<file path="config.mk">
export PLATFORM = sky130hd
export DESIGN_NAME = mcu_rst_ctrl
export DESIGN_NICKNAME = d
export VERILOG_FILES = /design/src/rtl/mcu_rst_pkg.sv /design/src/rtl/mcu_rst_ctrl.sv
export SDC_FILE = /design/constraint.sdc
export NUM_CORES = 1
export LEC_CHECK = 0
export BUFFER_PORTS_ARGS = -buffer_cell sky130_fd_sc_hd__buf_2
export CORE_MARGIN = 2
export CORE_UTILIZATION = 45
export DETAILED_ROUTE_END_ITERATION = 10
export PLACE_DENSITY = 0.66
export SETUP_SLACK_MARGIN = 0.4
export SYNTH_ARGS = -nofsm -noshare
export SYNTH_HDL_FRONTEND = slang
export SYNTH_SLANG_ARGS = --single-unit
</file>
<file path="constraint.sdc">
create_clock -name sys_root_clk -period 2.8 [get_ports sys_root_clk]
set_clock_uncertainty 0.15 [all_clocks]
set_input_delay 0.14 -clock sys_root_clk [delete_from_list [all_inputs] [get_ports sys_root_clk]]
set_output_delay 0.14 -clock sys_root_clk [all_outputs]
set_load 0.03 [all_outputs]
</file>
<file path="src/rtl/mcu_rst_pkg.sv">
// Shared types and constants for the mcu_rst_ctrl reset sequencer.
// Reset-cause bit positions are used when MCU_RST_CAUSE_EN is defined.
package mcu_rst_pkg;

    typedef enum logic [1:0] {
        ASSERT,
        REL_APB,
        REL_SYS,
        RUN
    } rst_state_e;

    localparam int unsigned RST_CAUSE_W      = 5;
    localparam int unsigned RST_CAUSE_POR    = 0;
    localparam int unsigned RST_CAUSE_WDT    = 1;
    localparam int unsigned RST_CAUSE_SYSREQ = 2;
    localparam int unsigned RST_CAUSE_LOCKUP = 3;
    localparam int unsigned RST_CAUSE_DBG    = 4;

endpackage

</file>
<file path="src/rtl/mcu_rst_ctrl.sv">
// Reset sequencer: merges reset requests and releases APB1, system bus and CPU in order.
// Optional sticky cause register enabled by defining MCU_RST_CAUSE_EN.
module mcu_rst_ctrl
    import mcu_rst_pkg::*;
#(
    parameter int unsigned PRE_CYCLES  = 16,
    parameter int unsigned STEP_CYCLES = 8,
    parameter int unsigned CNT_W       = 8
) (
    input  logic                   sys_root_clk,
    input  logic                   sys_root_rst,
    input  logic                   wdt_rst_req,
    input  logic                   sysresetreq,
    input  logic                   lockup,
    input  logic                   lockup_rst_en,
    input  logic                   dbg_rst_req,
    output logic                   apb1_root_rstn,
    output logic                   sys_root_rstn,
    output logic                   cpu_rstn,
`ifdef MCU_RST_CAUSE_EN
    input  logic                   cause_clr,
    output logic [RST_CAUSE_W-1:0] rst_cause,
`endif
    output logic                   rst_busy
);

    localparam logic [CNT_W-1:0] PRE_LAST  = CNT_W'(PRE_CYCLES - 1);
    localparam logic [CNT_W-1:0] STEP_LAST = CNT_W'(STEP_CYCLES - 1);

    rst_state_e       state, state_nxt;
    logic [CNT_W-1:0] cnt, cnt_nxt;
    logic             lockup_req;
    logic             req;

    assign lockup_req = lockup & lockup_rst_en;
    assign req        = wdt_rst_req | sysresetreq | dbg_rst_req | lockup_req;

    always_comb begin
        state_nxt = state;
        cnt_nxt   = '0;
        if (req) begin
            state_nxt = ASSERT;
        end else begin
            unique case (state)
                ASSERT: begin
                    if (cnt == PRE_LAST) state_nxt = REL_APB;
                    else                 cnt_nxt   = cnt + 1'b1;
                end
                REL_APB: begin
                    if (cnt == STEP_LAST) state_nxt = REL_SYS;
                    else                  cnt_nxt   = cnt + 1'b1;
                end
                REL_SYS: begin
                    if (cnt == STEP_LAST) state_nxt = RUN;
                    else                  cnt_nxt   = cnt + 1'b1;
                end
                RUN: begin
                    state_nxt = RUN;
                end
                default: state_nxt = ASSERT;
            endcase
        end
    end

    // Outputs decode the next state so they switch on the same edge as the state register.
    always_ff @(posedge sys_root_clk) begin
        if (sys_root_rst) begin
            state          <= ASSERT;
            cnt            <= '0;
            apb1_root_rstn <= 1'b0;
            sys_root_rstn  <= 1'b0;
            cpu_rstn       <= 1'b0;
            rst_busy       <= 1'b1;
        end else begin
            state          <= state_nxt;
            cnt            <= cnt_nxt;
            apb1_root_rstn <= (state_nxt != ASSERT);
            sys_root_rstn  <= (state_nxt == REL_SYS) || (state_nxt == RUN);
            cpu_rstn       <= (state_nxt == RUN);
            rst_busy       <= (state_nxt != RUN);
        end
    end

`ifdef MCU_RST_CAUSE_EN
    logic [RST_CAUSE_W-1:0] cause_set;

    always_comb begin
        cause_set                   = '0;
        cause_set[RST_CAUSE_WDT]    = wdt_rst_req;
        cause_set[RST_CAUSE_SYSREQ] = sysresetreq;
        cause_set[RST_CAUSE_LOCKUP] = lockup_req;
        cause_set[RST_CAUSE_DBG]    = dbg_rst_req;
    end

    // Set has priority over clear for any bit whose source is active this cycle.
    always_ff @(posedge sys_root_clk) begin
        if (sys_root_rst) begin
            rst_cause                <= '0;
            rst_cause[RST_CAUSE_POR] <= 1'b1;
        end else begin
            rst_cause <= (cause_clr ? '0 : rst_cause) | cause_set;
        end
    end
`endif

endmodule

</file>
==> qor.yml <==
yosys:
  syn-instance-count: 71
  synthSimpleGateAreaFrac_pct: 26.8
  synth.area.top_cells: "dfxtp_1 (42%), ha_1 (9.4%), nor2_1 (6.2%)"
  async_flop_share_pct: 0
  ys_top_cells_by_count: "dfxtp_1 (14), nor2_1 (11), ha_1 (5), inv_1 (5), nor3_1 (5)"
  yosysWarnings: 0
  synth_fa_ha_area_share_pct: 9.38
  synth_edf_count: 0
  post-synth-top-count-cell: "dfxtp_1"
  synth-compound-area-share_pct: 11.3
  synth_top_family_by_area: "simple AND/OR/NAND/NOR gates"
  synthMuxAreaShare_pct: 0
  synth_top_area_cell: "dfxtp_1"
  synth.top_cell.area_share_pct: 42.0
  syn-num-nets: 83
  syn_area_sq_um: 667
  netlist-cell-type-count: 27
  synth_xor_area_share_pct: 6.57
  synth_seq_area_share_pct: 42.0
  synthFlopType: "dfxtp_1"
  syn_avg_cell_area_sq_um: 9.39
  ys_seq_elements: 14
worst_setup_path:
  startpoint_type: "flip-flop"
  r2r_slack_ns: 0.58
  worstReg2RegEnd: "rst_busy"
  crit_type: "flip-flop to flip-flop"
  critical_path_arrival_ns: 2.23
  r2r_cells: 6
  cp_data_required_time_ns: 2.81
  r2r-start: "state[0]"
  path_max_fanout: 8
  critPathCaptureType: "flip-flop"
timing:
  final_hold_viol_count: 0
  rsz0062_at_grt: "false"
  timing.fmax_mhz: 450
  relSlewSlack_pct: 73.4
  setup_violations: 0
  finalMaxSlewViolations: 0
  worstMarginPinSlew_ns: 0.396
  min_period_ns: 2.22
  fin_crit_sh_pct: 79.3
  tns_ns: 0
die:
  chipWidth_um: 42.5
  die_h_um: 42.5
  initial_core_util_pct: 49.4
  num_rows: 13
  dieArea_sq_mm: 0.00181
  core_area_sq_mm: 0.00135
  ios: 11
grt:
  gr-usage-all-layers_pct: 15.3
  grt_overflow: 0
  grt_max_degree: 10
  antenna_found_initial: 0
  grt_pass1_vias: 467
  grt_pass1_wl_mm: 1.97
finish:
  finalNonFillerCells: 98
  antennaDiodeCount: 0
  drive_gt1_share_pct: 21.7
  fill_cells: 133
  fin_nets: 96
  area_growth_pct: 14.6
route:
  vias_per_cell: 5.34
  vias: 523
  ant_nets: 0
  drc: 0
  wl_per_cell_um: 11.2
  drt-total-wl_mm: 1.10
  drt_iter0_markers: 9
  dr.pass1.iters: 5
clock_tree:
  clk_pin_slew_ns: 0.08
  htree_num_levels: 1
  numCtsBuffers: 3
  cts_hold_buf: 0
  tritoncts: "yes"
  cts_resized: 0
  clk_latency_ns: 0.28
  cts_buffer_depth: 2
  cts_root_buf: "clkbuf_4"
  cts.sinks: 14
  cts_setup_buffers: 0
hold_path:
  holdPathEnd: "sys_root_rstn"
  holdPathStages: 3
  min-delay-start: "sys_root_rst"
  hp-class: "input pin to flip-flop"
outcome:
  status: "finished clean"
power_and_ir_drop:
  vdd_ir_drop_max_uv: 249
  leakagePower_uw: 0.000311
  pwr_density_cell_mw_per_mm2: 454
place:
  dpl.hpwl_um: 847
  gp_congestion: 0.815
  io_buffers: 10
  dp.cells: 94
run:
  maxCapViolCount: 0
## per-layer routing
| metal | track usage [%] | part of all wire [%] | up-vias |
|---|---|---|---|
| met5 | 0 | 0 | - |
| met4 | 5.63 | 0 | 0 |
| met3 | 7.76 | 5.3 | 0 |
| met2 | 24.0 | 46 | 17 |
| met1 | 17.6 | 48 | 227 |
| li1 | - | - | 279 |
## report_power, final
| part | switching (uW) | total, uW | internal [uW] | leakage, uW |
|---|---|---|---|---|
| logic | 3.09 | 7.30 | 4.21 | 0.000177 |
| clock network | 61.5 | 141 | 79.1 | 0.0000210 |
| registers | 0.240 | 199 | 199 | 0.000113 |
## logic make-up after synthesis
group / count (synthesis)
AND/OR/NAND/NOR: 31
flip-flops: 14
AO/OA/AOI/OAI: 9
buffers and inverters: 7
XOR/XNOR: 5
adder cells (fa/ha/maj): 5
## worst max-delay path: stages, from the launching register on
cell and delay (ns):
dfxtp_1 0.33, inv_1 0.13, ha_1 0.33, nor2_1 0.08, a32o_1 0.26, a221o_1 0.33, or4_1 0.50
## worst max-delay path by stage
stage	cells past startpoint	end	slack, ns	from
after CTS	6	rst_busy	0.59	state[0]
after detailed placement	6	rst_busy	0.60	state[0]
after global placement	6	rst_busy	0.62	state[0]
final	6	rst_busy	0.58	state[0]
after floorplan	7	rst_busy	0.60	state[0]
after global routing	6	rst_busy	0.46	state[0]
## sequential cells by signal, summed over array words and instances (netlist names)
register	flops
state	2
sys_root_rstn	1
apb1_root_rstn	1
cnt	8
cpu_rstn	1
rst_busy	1
## through the flow
stage | setup slack (ns) | total power, uW | hold slack (ns) | utilization [%] | cell area (sq um)
after detailed placement | 0.600 | 212 | 0.289 | 53.9 | 728
final | 0.580 | 347 | 0.0191 | 56.6 | 764
after floorplan | 0.604 | 207 | 0.190 | - | 667
after global routing | 0.457 | 368 | 0.0192 | 56.6 | 764
after global placement | 0.616 | 211 | 0.280 | 53.9 | 728
after CTS | 0.586 | 353 | 0.0182 | 56.6 | 764
## cell type report
type	count	area (sq um)	area share, %
Timing Repair Buffer	10	50.0	6.55
Multi-Input combinational cell	50	360	47.1
Tap cell	15	18.8	2.45
Inverter	5	18.8	2.45
Sequential cell	14	280	36.7
Clock buffer	4	36.3	4.75
## layout by cell type, fill, tap and decap left out, types with 2 or more instances in the layout
cell type	Yosys	layout
nor3_1	5	5
buf_2	0	10
clkbuf_4	0	3
nor2_1	11	11
dfxtp_1	14	14
a31oi_1	3	3
nand3_1	3	3
nand2_1	2	2
inv_1	5	5
ha_1	5	5
xor2_1	4	4
(Power assumes the default switching activity.)
